==> config.mk <==
export PLATFORM = sky130hd
export DESIGN_NAME = pipeline_hazard_controller_flat
export DESIGN_NICKNAME = d
export VERILOG_FILES = /design/src/rtl/hazard_pkg.sv /design/src/rtl/pipeline_hazard_controller_if.sv /design/src/rtl/load_use_detector.sv /design/src/rtl/pipeline_hazard_controller.sv /design/src/flat_wrapper.sv
export SDC_FILE = /design/constraint.sdc
export NUM_CORES = 1
export LEC_CHECK = 0
export ABC_AREA = 1
export CAP_MARGIN = 0
export CORE_MARGIN = 1.5
export CORE_UTILIZATION = 38
export DETAILED_ROUTE_END_ITERATION = 8
export PLACE_DENSITY = 0.78
export REMOVE_ABC_BUFFERS = 1
export SLEW_MARGIN = 5
export SYNTH_ARGS = -nofsm -noshare
export SYNTH_HDL_FRONTEND = slang
export SYNTH_SLANG_ARGS = --single-unit
==> constraint.sdc <==
create_clock -name Clock -period 1.4 [get_ports Clock]
set_input_delay 0.28 -clock Clock [delete_from_list [all_inputs] [get_ports Clock]]
set_output_delay 0.28 -clock Clock [all_outputs]
set_load 0.1 [all_outputs]
==> src/rtl/hazard_pkg.sv <==
// Shared encodings for the pipeline hazard controller: IF/ID register control
// codes and the controller FSM states.
package hazard_pkg;

  typedef enum logic [1:0] {
    IFID_PASS  = 2'd0,
    IFID_STALL = 2'd1,
    IFID_FLUSH = 2'd2
  } ifid_e;

  typedef enum logic [1:0] {
    RUN    = 2'd0,
    MULDIV = 2'd1,
    DONE   = 2'd2
  } hz_state_e;

endpackage

==> src/rtl/pipeline_hazard_controller_if.sv <==
// Hazard bus between the ID-stage pipeline logic (master) and the hazard
// controller (slave).
interface pipeline_hazard_controller_if #(
  parameter int unsigned REG_ADDR_W = 5
);
  logic [REG_ADDR_W-1:0] ID_Rs;
  logic [REG_ADDR_W-1:0] ID_Rt;
  logic                  ID_UsesRt;
  logic                  EX_MemRead;
  logic [REG_ADDR_W-1:0] EX_Rt;
  logic                  EX_MulDiv;
  logic                  EX_BranchTaken;
  logic [1:0]            IF_ID_Signal;
  logic                  PCWrite;
  logic                  ID_EX_Bubble;
  logic                  ID_EX_Hold;
  logic                  EX_MEM_Bubble;
  logic                  Busy;

  modport master (
    output ID_Rs, ID_Rt, ID_UsesRt, EX_MemRead, EX_Rt, EX_MulDiv, EX_BranchTaken,
    input  IF_ID_Signal, PCWrite, ID_EX_Bubble, ID_EX_Hold, EX_MEM_Bubble, Busy
  );

  modport slave (
    input  ID_Rs, ID_Rt, ID_UsesRt, EX_MemRead, EX_Rt, EX_MulDiv, EX_BranchTaken,
    output IF_ID_Signal, PCWrite, ID_EX_Bubble, ID_EX_Hold, EX_MEM_Bubble, Busy
  );
endinterface

==> src/rtl/load_use_detector.sv <==
// Combinational load-use compare: a load in EX writes a register the ID
// instruction reads. Register 0 never hazards.
module load_use_detector #(
  parameter int unsigned REG_ADDR_W = 5
) (
  input  logic                  ex_mem_read,
  input  logic [REG_ADDR_W-1:0] ex_rt,
  input  logic [REG_ADDR_W-1:0] id_rs,
  input  logic [REG_ADDR_W-1:0] id_rt,
  input  logic                  id_uses_rt,
  output logic                  load_use
);

  always_comb begin
    load_use = ex_mem_read && (ex_rt != '0) &&
               ((ex_rt == id_rs) || (id_uses_rt && (ex_rt == id_rt)));
  end

endmodule

==> src/rtl/pipeline_hazard_controller.sv <==
// ID-stage hazard controller: load-use stalls, taken-branch flushes and
// mult/div EX occupancy. Optional HAZARD_STATS_EN adds stall/flush counters.
module pipeline_hazard_controller
  import hazard_pkg::*;
#(
  parameter int unsigned REG_ADDR_W = 5,
  parameter int unsigned MULDIV_LAT = 4,
  parameter int unsigned CNT_W      = 3
) (
  input  logic                         Clock,
  input  logic                         Reset,
  pipeline_hazard_controller_if.slave  hz
`ifdef HAZARD_STATS_EN
  ,
  output logic [31:0]                  StallCount,
  output logic [31:0]                  FlushCount
`endif
);

  // Remaining MULDIV-state cycles after the triggering RUN cycle, minus one.
  localparam logic [CNT_W-1:0] CNT_INIT =
    CNT_W'((MULDIV_LAT > 2) ? (MULDIV_LAT - 3) : 0);

  hz_state_e        state, state_nx;
  logic [CNT_W-1:0] cnt, cnt_nx;
  logic             load_use;
  ifid_e            ifid;

  load_use_detector #(.REG_ADDR_W(REG_ADDR_W)) u_lu (
    .ex_mem_read (hz.EX_MemRead),
    .ex_rt       (hz.EX_Rt),
    .id_rs       (hz.ID_Rs),
    .id_rt       (hz.ID_Rt),
    .id_uses_rt  (hz.ID_UsesRt),
    .load_use    (load_use)
  );

  always_ff @(posedge Clock or posedge Reset) begin
    if (Reset) begin
      state <= RUN;
      cnt   <= '0;
    end else begin
      state <= state_nx;
      cnt   <= cnt_nx;
    end
  end

  always_comb begin
    state_nx = state;
    cnt_nx   = cnt;
    case (state)
      RUN: begin
        if (!hz.EX_BranchTaken && hz.EX_MulDiv) begin
          if (MULDIV_LAT == 2) begin
            state_nx = DONE;
          end else begin
            state_nx = MULDIV;
            cnt_nx   = CNT_INIT;
          end
        end
      end
      MULDIV: begin
        if (cnt == '0) state_nx = DONE;
        else           cnt_nx   = cnt - 1'b1;
      end
      DONE:    state_nx = RUN;
      default: state_nx = RUN;
    endcase
  end

  always_comb begin
    ifid             = IFID_PASS;
    hz.PCWrite       = 1'b1;
    hz.ID_EX_Bubble  = 1'b0;
    hz.ID_EX_Hold    = 1'b0;
    hz.EX_MEM_Bubble = 1'b0;
    if (Reset) begin
      // Outputs follow Reset combinationally so the pipe is flushed while held.
      ifid             = IFID_FLUSH;
      hz.PCWrite       = 1'b0;
      hz.ID_EX_Bubble  = 1'b1;
      hz.EX_MEM_Bubble = 1'b1;
    end else begin
      case (state)
        RUN: begin
          if (hz.EX_BranchTaken) begin
            ifid            = IFID_FLUSH;
            hz.ID_EX_Bubble = 1'b1;
          end else if (hz.EX_MulDiv) begin
            ifid             = IFID_STALL;
            hz.PCWrite       = 1'b0;
            hz.ID_EX_Hold    = 1'b1;
            hz.EX_MEM_Bubble = 1'b1;
          end else if (load_use) begin
            ifid            = IFID_STALL;
            hz.PCWrite      = 1'b0;
            hz.ID_EX_Bubble = 1'b1;
          end
        end
        MULDIV: begin
          ifid             = IFID_STALL;
          hz.PCWrite       = 1'b0;
          hz.ID_EX_Hold    = 1'b1;
          hz.EX_MEM_Bubble = 1'b1;
        end
        DONE: begin
          if (load_use) begin
            ifid            = IFID_STALL;
            hz.PCWrite      = 1'b0;
            hz.ID_EX_Bubble = 1'b1;
          end
        end
        default: ;
      endcase
    end
  end

  assign hz.IF_ID_Signal = ifid;
  assign hz.Busy         = (state != RUN);

`ifdef HAZARD_STATS_EN
  always_ff @(posedge Clock or posedge Reset) begin
    if (Reset) begin
      StallCount <= '0;
      FlushCount <= '0;
    end else begin
      if (ifid == IFID_STALL && StallCount != '1) StallCount <= StallCount + 1'b1;
      if (ifid == IFID_FLUSH && FlushCount != '1) FlushCount <= FlushCount + 1'b1;
    end
  end
`endif

endmodule

==> src/flat_wrapper.sv <==
// flat-port wrapper written by rule: the top's interface ports become plain ports
module pipeline_hazard_controller_flat import hazard_pkg::*;
#(
  parameter int unsigned REG_ADDR_W = 5,
  parameter int unsigned MULDIV_LAT = 4,
  parameter int unsigned CNT_W      = 3
)
  (Clock, Reset, hz_ID_Rs, hz_ID_Rt, hz_ID_UsesRt, hz_EX_MemRead, hz_EX_Rt, hz_EX_MulDiv, hz_EX_BranchTaken, hz_IF_ID_Signal, hz_PCWrite, hz_ID_EX_Bubble, hz_ID_EX_Hold, hz_EX_MEM_Bubble, hz_Busy);
  pipeline_hazard_controller_if #(.REG_ADDR_W(REG_ADDR_W)) hz_i ();
  input  logic Clock;
  input  logic Reset;
  input wire logic [$bits(hz_i.ID_Rs)-1:0] hz_ID_Rs;
  input wire logic [$bits(hz_i.ID_Rt)-1:0] hz_ID_Rt;
  input wire logic [$bits(hz_i.ID_UsesRt)-1:0] hz_ID_UsesRt;
  input wire logic [$bits(hz_i.EX_MemRead)-1:0] hz_EX_MemRead;
  input wire logic [$bits(hz_i.EX_Rt)-1:0] hz_EX_Rt;
  input wire logic [$bits(hz_i.EX_MulDiv)-1:0] hz_EX_MulDiv;
  input wire logic [$bits(hz_i.EX_BranchTaken)-1:0] hz_EX_BranchTaken;
  output wire logic [$bits(hz_i.IF_ID_Signal)-1:0] hz_IF_ID_Signal;
  output wire logic [$bits(hz_i.PCWrite)-1:0] hz_PCWrite;
  output wire logic [$bits(hz_i.ID_EX_Bubble)-1:0] hz_ID_EX_Bubble;
  output wire logic [$bits(hz_i.ID_EX_Hold)-1:0] hz_ID_EX_Hold;
  output wire logic [$bits(hz_i.EX_MEM_Bubble)-1:0] hz_EX_MEM_Bubble;
  output wire logic [$bits(hz_i.Busy)-1:0] hz_Busy;
  assign hz_i.ID_Rs = hz_ID_Rs;
  assign hz_i.ID_Rt = hz_ID_Rt;
  assign hz_i.ID_UsesRt = hz_ID_UsesRt;
  assign hz_i.EX_MemRead = hz_EX_MemRead;
  assign hz_i.EX_Rt = hz_EX_Rt;
  assign hz_i.EX_MulDiv = hz_EX_MulDiv;
  assign hz_i.EX_BranchTaken = hz_EX_BranchTaken;
  assign hz_IF_ID_Signal = hz_i.IF_ID_Signal;
  assign hz_PCWrite = hz_i.PCWrite;
  assign hz_ID_EX_Bubble = hz_i.ID_EX_Bubble;
  assign hz_ID_EX_Hold = hz_i.ID_EX_Hold;
  assign hz_EX_MEM_Bubble = hz_i.EX_MEM_Bubble;
  assign hz_Busy = hz_i.Busy;
  pipeline_hazard_controller #(.REG_ADDR_W(REG_ADDR_W), .MULDIV_LAT(MULDIV_LAT), .CNT_W(CNT_W)) u_core (.Clock(Clock), .Reset(Reset), .hz(hz_i));
endmodule
# After elaboration in Yosys (flattened, before gate mapping)
# Index checks and enable logic that the tools add are counted.
dict set report classes {
  add_sub_neg 1
  eq_ne 7
  n_mux 26
  reduce_logical 13
}
# op n
set ops {}
lappend ops {{1-bit two-way mux} 13}
lappend ops {{5-bit equality test} 2}
lappend ops {{2-bit two-way mux} 5}
lappend ops {{3-bit two-way mux} 2}
lappend ops {{2-bit one-hot mux with 3 select lines} 1}
lappend ops {{3-bit one-hot mux with 2 select lines} 1}
lappend ops {{5-bit nonzero test} 1}
lappend ops {{1-bit logical AND} 4}
lappend ops {{2-bit by 1-bit != test with 1-bit output, second input constant} 2}
lappend ops {{1-bit one-hot mux with 2 select lines} 2}
lappend ops {{2-bit one-hot mux with 2 select lines} 1}
lappend ops {{2-bit nonzero test} 2}
lappend ops {{3-bit zero test} 1}
lappend ops {{1-bit one-hot mux with 3 select lines} 1}
lappend ops {{3-bit AND reduction} 1}
lappend ops {{3-bit by 1-bit subtractor with 3-bit output, second input constant} 1}
lappend ops {{2-bit by 1-bit equality test with 1-bit output, second input constant} 1}
lappend ops {{2-bit equality test, second input constant} 1}
lappend ops {{2-bit zero test} 1}
lappend ops {{2-bit != test, second input constant} 1}
lappend ops {{2-bit AND reduction} 1}
lappend ops {{1-bit zero test} 1}
lappend ops {{1-bit logical OR} 1}
dict set report word_totals {
  register_bits 5
  inputBits 21
  out_inout_bits 7
  word_cells 49
}

# Logic depth before layout (Yosys ltp)
dict set report logic_depth {
  word_depth 9
  depth_mapped 11
  depth_no_buf 11
}

# Cells and area by module
# A second synthesis with hierarchy kept.
dict set report hier_totals {
  hier_cells 107
  hier_area_um2 586.8
}
# module instances cells_per_inst area_per_inst_um2 seq_area_each_um2
set by_module_without_submodules {}
lappend by_module_without_submodules {pipeline_hazard_controller 1 55 380.4 125.1}
lappend by_module_without_submodules {load_use_detector 1 52 206.4 0.0}

# Worst setup path before layout
# No wires, ideal clock.
dict set report synth_path {
  path_kind {reg2out}
  startpoint {reg u_core.state[1]}
  endpoint {out hz_PCWrite}
  arrival_time_ns 2.632
  required_time_ns 1.120
  setup_slack_ns -1.512
  path_stages_with_launch 8
  path_buffers 0
  cell_sequence {dfrtp_1 -> nor2_1 -> inv_1 -> nor2_1 -> nand2_1 -> nand2_1 -> nor2_1 -> nor2_1}
}
dict set report synth_via {
  elab_chain_len 3
  elab_cells_between_ends 5
  cone_classes {eq/ne (2); mux (2); reduce/logical (1)}
}
# item line
set synth_lines {}
lappend synth_lines {{start, declared} pipeline_hazard_controller.sv:24} ;# hz_state_e state, state_nx;
lappend synth_lines {{start signal, assigned} pipeline_hazard_controller.sv:43} ;# state <= state_nx;
lappend synth_lines {{2-bit equality test (tied with other cells)} pipeline_hazard_controller.sv:84} ;# case (state)
lappend synth_lines {{1-bit one-hot mux with 3 select lines *} pipeline_hazard_controller.sv:84}
lappend synth_lines {{1-bit two-way mux *} pipeline_hazard_controller.sv:77} ;# if (Reset) begin
lappend synth_lines {{end, declared} flat_wrapper.sv:20} ;# output wire logic [$bits(hz_i.PCWrite)-1:0] hz_PCWrite;
# Mark *: on every way between the ends. The rest lies on a longest branch, timed or not.

# Worst setup path in the final report
dict set report layout_path {
  startpoint {in hz_EX_Rt[3]}
  endpoint {out hz_PCWrite}
}
dict set report layout_via {
  elab_chain_len 9
  elab_cells_between_ends 12
  cone_classes {eq/ne (2); mux (5); reduce/logical (5)}
}
# item line
set layout_lines {}
lappend layout_lines {{start, declared} flat_wrapper.sv:16} ;# input wire logic [$bits(hz_i.EX_Rt)-1:0] hz_EX_Rt;
lappend layout_lines {{5-bit equality test} load_use_detector.sv:16} ;# ((ex_rt == id_rs) || (id_uses_rt && (ex_rt == id_rt)));
lappend layout_lines {{1-bit logical AND} load_use_detector.sv:16}
lappend layout_lines {{1-bit logical OR} load_use_detector.sv:16}
lappend layout_lines {{1-bit logical AND *} load_use_detector.sv:15} ;# load_use = ex_mem_read && (ex_rt != '0) &&
lappend layout_lines {{1-bit two-way mux *} {pipeline_hazard_controller.sv:94, pipeline_hazard_controller.sv:107}}
lappend layout_lines {{1-bit two-way mux} pipeline_hazard_controller.sv:89} ;# end else if (hz.EX_MulDiv) begin
lappend layout_lines {{1-bit two-way mux} pipeline_hazard_controller.sv:86} ;# if (hz.EX_BranchTaken) begin
lappend layout_lines {{1-bit one-hot mux with 3 select lines *} pipeline_hazard_controller.sv:84}
lappend layout_lines {{1-bit two-way mux *} pipeline_hazard_controller.sv:77}
# Marked as above.

==> reports/qor.log <==
[power] Worst IR Drop VDD 1.35 mV
[run_status] status finished with violations
[finish] final antenna diode count 0
[timing] minimum hold slack 0.468 ns
[power] Psw 1.16 mW
[detailed_routing] overall via count from detail_route 791
[detailed_routing] total wirelength of the detailed-routed design 2.07 mm
[detailed_routing] DRT Pass-1 Iters 4
[floorplan] Placeable Area 0.00130 mm²
[clock_tree] number of H-tree levels 1
[global_route] pin count of the biggest net entering global routing 6
[detailed_routing] routed wirelength normalized by instance count 13.0 µm
[floorplan] Die Span X 40.6 µm
[clock_tree] TritonCTS clock tree done
[power] Internal Power 1.03 mW
[worst_setup_path] Crit. End Element output port
[logic_synthesis] register area share after synthesis 0.233
[clock_tree] buffer cell driving the clock tree root clkbuf_4
[run_status] failing checks negative setup slack
[timing] Highest Clock Rate 574 MHz
[finish] signed area change from the synthesized netlist to the final layout 110%
[place] half-perimeter wire length after detailed placement 1.21 mm
[power] leakage 0.628 nW
[power] relative contribution of combinational cells to total power 0.809
[clock_tree] total number of clock tree sinks 5
[detailed_routing] DRC violations left 0
[worst_setup_path] CP max FO 3
[timing] PnR worst setup slack -0.343 ns
[timing] final setup violating endpoints 9
[detailed_routing] number of nets with antenna violations after detailed routing 0
[place] routability congestion estimate from global placement 0.769
[logic_synthesis] flip-flop and latch count after synthesis 5
[logic_synthesis] average instance area after synthesis 5.37 µm²
[worst_setup_path] critical path start-end classification in2out
[detailed_routing] average via count per standard cell 4.94
[power] Power per Cell Area 1950 mW/mm²
[logic_synthesis] number of enable-type register cells in the synthesized netlist 0
[power] part of the total power dissipated in the clock network 0.074
[clock_tree] clock latency of the later-clocked register in the worst-skew pair 0.24 ns
[logic_synthesis] dominant synthesized flop cell dfrtp_1
[clock_tree] clock buffer count from CTS 3
[logic_synthesis] cell types occupying the most area after synthesis nand2_1 24%, dfrtp_1 23%, inv_1 15%, nor2_1 13%, ha_1 4.7%
[logic_synthesis] Yosys warnings 0
[global_route] global-route total usage across every layer 0.257
[timing] Worst slew margin 0.846
[logic_synthesis] share of Yosys cell area claimed by the top area cell type 0.245
[timing] Max Transition Viols Final 0
[worst_setup_path] R2R Setup Slk -0.07 ns
[timing] portion of the clock cycle consumed by the worst path in the final layout 1.25
[place] placed insts 150
[logic_synthesis] Post-Syn Area 537 µm²
[finish] share of post-route cells with drive strength above 1 0.490
[floorplan] die boundary height 40.6 µm
[logic_synthesis] commonest cells in the netlist 35 x nand2_1, 22 x inv_1, 18 x nor2_1
[worst_setup_path] nature of the critical path startpoint input pin
[detailed_routing] Detailed Route Iter0 Violations 12
[logic_synthesis] Cell variety after synth 17
[worst_setup_path] endpoint required time on the critical path 1.12 ns
[global_route] via count of the first global-routing pass 735
[power] register share of total power 0.117
[timing] RSZ-0062 raised after global routing yes
[place] quantity of I/O buffers inserted on ports 27
[timing] pin slew with the least headroom to its limit 0.230 ns
[floorplan] floorplan row count 13
[finish] total number of nets in the final design 169
[logic_synthesis] Syn Inst Count 100
[global_route] wire length of the first global-routing pass 2.80 mm
[floorplan] area enclosed by the die boundary 0.00165 mm²
[worst_hold_path] Min-Delay Path Class in2async
[logic_synthesis] top cell type by total area after synthesis nand2_1
[global_route] initial antenna violation count 0
[logic_synthesis] cell with the most instances after synthesis nand2_1
[clock_tree] maximum number of buffers from clock root to sink 2
[logic_synthesis] share of async-settable or async-resettable flops after synthesis 1.00
[finish] final non-filler cell total 160
[power] switching share of power 0.531
[timing] largest clock skew in the final design 0.00269 ns
[timing] time the final worst path needs with I/O delays and setup 1.74 ns
[timing] number of hold-slack violations in the final timing report 0
[floorplan] Initial Util 0.413
[run] number of maximum-capacitance violations 0
[global_route] global-route congestion overflow total 0
[clock_tree] clock transition at the register clock pins on the worst setup and hold paths after CTS 0.04 ns
[floorplan] count of boundary I/O pins 28
[worst_setup_path] Worst EP arrival 1.46 ns
==> sequential cells by signal, indices dropped and copies added, names as in the netlist <==
register      count
u_core.state      2
u_core.cnt        3
==> power groups by stage <==
stage	Sequential, mW	Combinational [mW]	Clock (mW)
2_1_floorplan	0.238	0.832	0
3_3_place_gp	0.237	1.36	0
3_5_place_dp	0.241	1.38	0
4_1_cts	0.245	1.64	0.168
5_1_grt	0.260	1.85	0.171
6_report	0.255	1.77	0.163
==> cells by family (layout without fill, tap and decap cells) <==
group                      Yosys count  after routing  synth area share
buffers and inverters               24             69             0.168
DFF                                  5              5             0.233
xor gates and xnor gates             1              1            0.0163
adders and majority gates            2              2            0.0466
and+or+nand+nor                     61             61             0.462
AOI/OAI and AO/OA                    7              7            0.0746
==> area by class of cell <==
class / instances / area (µm²)
multi-input combinational: 71 / 424
tap: 15 / 18.8
inverter: 24 / 97.6
timing repair buffer: 41 / 433
sequential: 5 / 125
fill: 67 / 176
clock buffer: 4 / 26.3
==> per-stage QoR <==
stage / utilization / setup WS [ns] / total power [mW] / area, µm² / TNS (ns)
6_report: 0.864 / -0.343 / 2.19 / 1120 / -1.81
5_1_grt: 0.864 / -0.402 / 2.28 / 1120 / -2.30
2_1_floorplan: - / -1.51 / 1.07 / 537 / -5.40
3_5_place_dp: 0.735 / -0.706 / 1.62 / 956 / -2.64
4_1_cts: 0.829 / -0.304 / 2.06 / 1080 / -1.57
3_3_place_gp: 0.735 / -0.679 / 1.60 / 956 / -2.54
==> final timing paths <==
path | start | endpoint | depth (start not counted)
max | hz_EX_Rt[3] | hz_PCWrite | 11
min | Reset | u_core.cnt[2] | 4
max in group asynchronous | Reset | u_core.state[1] | 4
min in group Clock | u_core.cnt[2] | u_core.cnt[2] | 1
max reg2reg | u_core.state[1] | u_core.cnt[2] | 9
min reg2reg | u_core.cnt[2] | u_core.cnt[2] | 1
==> critical path, stage by stage <==
cell and delay (ns):
buf_6 0.10, inv_2 0.06, nand4_1 0.12, o21ai_1 0.17
inv_1 0.11, nand2_1 0.11, nand2_2 0.08, nand2_2 0.07
nor2_2 0.04, nor2_2 0.12, buf_12 0.19
==> metal layers <==
metal  wire [µm]  track usage
met1         776        0.257
met2        1140        0.480
met3          81       0.0167
met4          76        0.200
met5           0            0
==> layout by cell type, fill, tap and decap left out, types with 2 or more instances in the layout <==
cell | Yosys | final
nand2_1 | 35 | 27
inv_1 | 22 | 17
buf_6 | 0 | 11
buf_4 | 0 | 9
nor2_1 | 18 | 8
nand2_2 | 2 | 8
buf_2 | 0 | 8
nor2_2 | 0 | 7
buf_12 | 0 | 7
inv_2 | 2 | 5
dfrtp_1 | 5 | 5
nor2_4 | 0 | 3
clkbuf_4 | 0 | 3
dlygate4sd2_1 | 0 | 3
nand3_2 | 1 | 2
nand2_4 | 0 | 2
ha_1 | 2 | 2
clkdlybuf4s50_1 | 0 | 2
==> timing repair <==
| action | 4_1_cts | 5_1_grt |
|---|---|---|
| hold endpoints to repair | 0 | 0 |
| hold buffers | 0 | 0 |
| endpoints found under the setup margin | 7 | 7 |
| gates resized for setup | 102 | 14 |
| pin swaps | 36 | 12 |
| buffers inserted | 8 | 3 |
No activity file was read; power rests on OpenSTA's default activity.
==> RTL edit, RTL diff (config.mk and constraints unchanged) <==
Re-encode `hz_state_e` (3 states) as one-hot, 3 bits wide.
--- a/src/rtl/hazard_pkg.sv
+++ b/src/rtl/hazard_pkg.sv
@@ -8,10 +8,10 @@
     IFID_FLUSH = 2'd2
   } ifid_e;
 
-  typedef enum logic [1:0] {
-    RUN    = 2'd0,
-    MULDIV = 2'd1,
-    DONE   = 2'd2
+  typedef enum logic [2:0] {
+    RUN    = 3'b001,
+    MULDIV = 3'b010,
+    DONE   = 3'b100
   } hz_state_e;
 
 endpackage
Check against the original RTL: no difference found for any inputs over 10 cycles, from zero or initial values and one cycle with Reset high; not proved beyond that.
==> RTL edit against the unedited design <==
  * The flow still finishes with violations (negative setup slack)
  * Register-to-register slack worse by 0.06 ns
  * Final area up 11%
  * Sequential cell count up 1
  * Area after synthesis increased by 17%
  * Setup slack worse by 0.27 ns
  * Routed wire length is 5.0% higher
  * Utilization shrank 4.7 points
  * Via count up 5.9%
Power is not compared: it rests on default switching activity, and its combinational part moved more than twofold at a synthesized area within 25%.
==> RTL edit: results <==
[layout]
fillerInstances = 101
drive_above_1_share = 0.390
nets = 178
top_regs = u_core.cnt: 3 flops, u_core.state: 3 flops
stdcell_count = 170
final_area_mm2 = 0.00125

[synth]
synth_fa_ha_area_frac = 0.0399
postSynthCellCount = 101
synth_xor_xnor_area_share = 0.0140
ys_seq_area_frac = 0.242
yosys-top-cells-area = dfrtp_1 (20%), nand2_1 (20%), inv_1 (11%)
ys_top_cells_by_count = nand2_1 (33), inv_1 (19), nor2_1 (11), nand3_1 (9), dfrtp_1 (5)
synth_compound_area_frac = 0.132

[drt]
vias = 838
route.met2.wl_mm = 1.21
m1WireLength_um = 815
drt_iter0_markers = 15
drt-total-wl_mm = 2.18

[sta]
setup_slack_ns = -0.613
setup_tns_ns = -3.86
fin_hold_ws_ns = 0.551
setup_viol = 10
worst_pin_slew_ns = 0.280
skew_ns = 0.00817

[outcome]
status = finished, violations left
violations = negative setup slack

[critical_path]
crit_fanout = 2
r2r_slack_ns = -0.13
cp-start-kind = flop

[placement]
post-place-ws_ns = -0.771
place_congestion = 0.775
placed_cells = 161

[global_route]
grt_pass1_vias = 766
grt_pass1_wl_mm = 3.24
RTL edit: cell types whose count changed in the layout (fill, tap and decap cells not counted), sizes merged, moves of 2 or more:
cell,before,now
clkdlybuf4s15,0,3
clkbuf,4,6
nand2,37,33
nor2,18,12
o21ai,2,5
nor3,1,4
nand3,4,9
dlygate4sd2,3,11
clkdlybuf4s50,2,4
buf,36,29
RTL edit: worst max-delay path, stage by stage (launching register included):
cell	delay, ns
dfstp_2	0.54
inv_2	0.05
nor3_4	0.17
buf_4	0.15
buf_6	0.10
nand4_1	0.13
nand3_2	0.12
nor2_4	0.05
buf_12	0.16
RTL edit: layout make-up:
cell class	instances	area share
Clock buffer	4	0.0211
Inverter	23	0.0713
Multi-Input combinational cell	72	0.374
Sequential cell	6	0.121
Tap cell	16	0.0161
Timing Repair Buffer	49	0.396
RTL edit: path summary, 6_finish.rpt:
kind                                    to  cells after the start
min reg2reg                u_core.state[2]                      1
max                             hz_PCWrite                      8
min in group Clock         u_core.state[2]                      1
max reg2reg                  u_core.cnt[0]                      8
min                          u_core.cnt[2]                      3
max in group asynchronous  u_core.state[0]                      3
RTL edit: cells by family (layout without fill, tap and decap cells):
family                     after synthesis  count (layout)
buffers and inverters                   23              76
adders and majority gates                2               2
DFF                                      6               6
AOI/OAI and AO/OA                        9               9
and+or+nand+nor                         60              60
xor gates and xnor gates                 1               1
RTL edit: power groups by stage:
stage / Combinational (mW) / Clock, mW / Sequential [mW]
CTS: 0.721 / 0.183 / 0.252
detailed placement: 0.686 / 0 / 0.254
global placement: 0.670 / 0 / 0.251
finish: 0.777 / 0.194 / 0.254
floorplan: 0.399 / 0 / 0.249
global route: 0.825 / 0.202 / 0.256
RTL edit: what timing repair did:
item | in CTS | in global routing
hold buffers | 0 | 0
buffers inserted | 4 | 5
resized for setup | 33 | 15
pin swaps | 17 | 7
endpoints found under the setup margin | 10 | 11
RTL edit: layer usage:
layer	up-vias	track usage
met5	-	0
met4	0	0.0545
met3	5	0.0375
met2	34	0.444
met1	379	0.266
li1	420	-
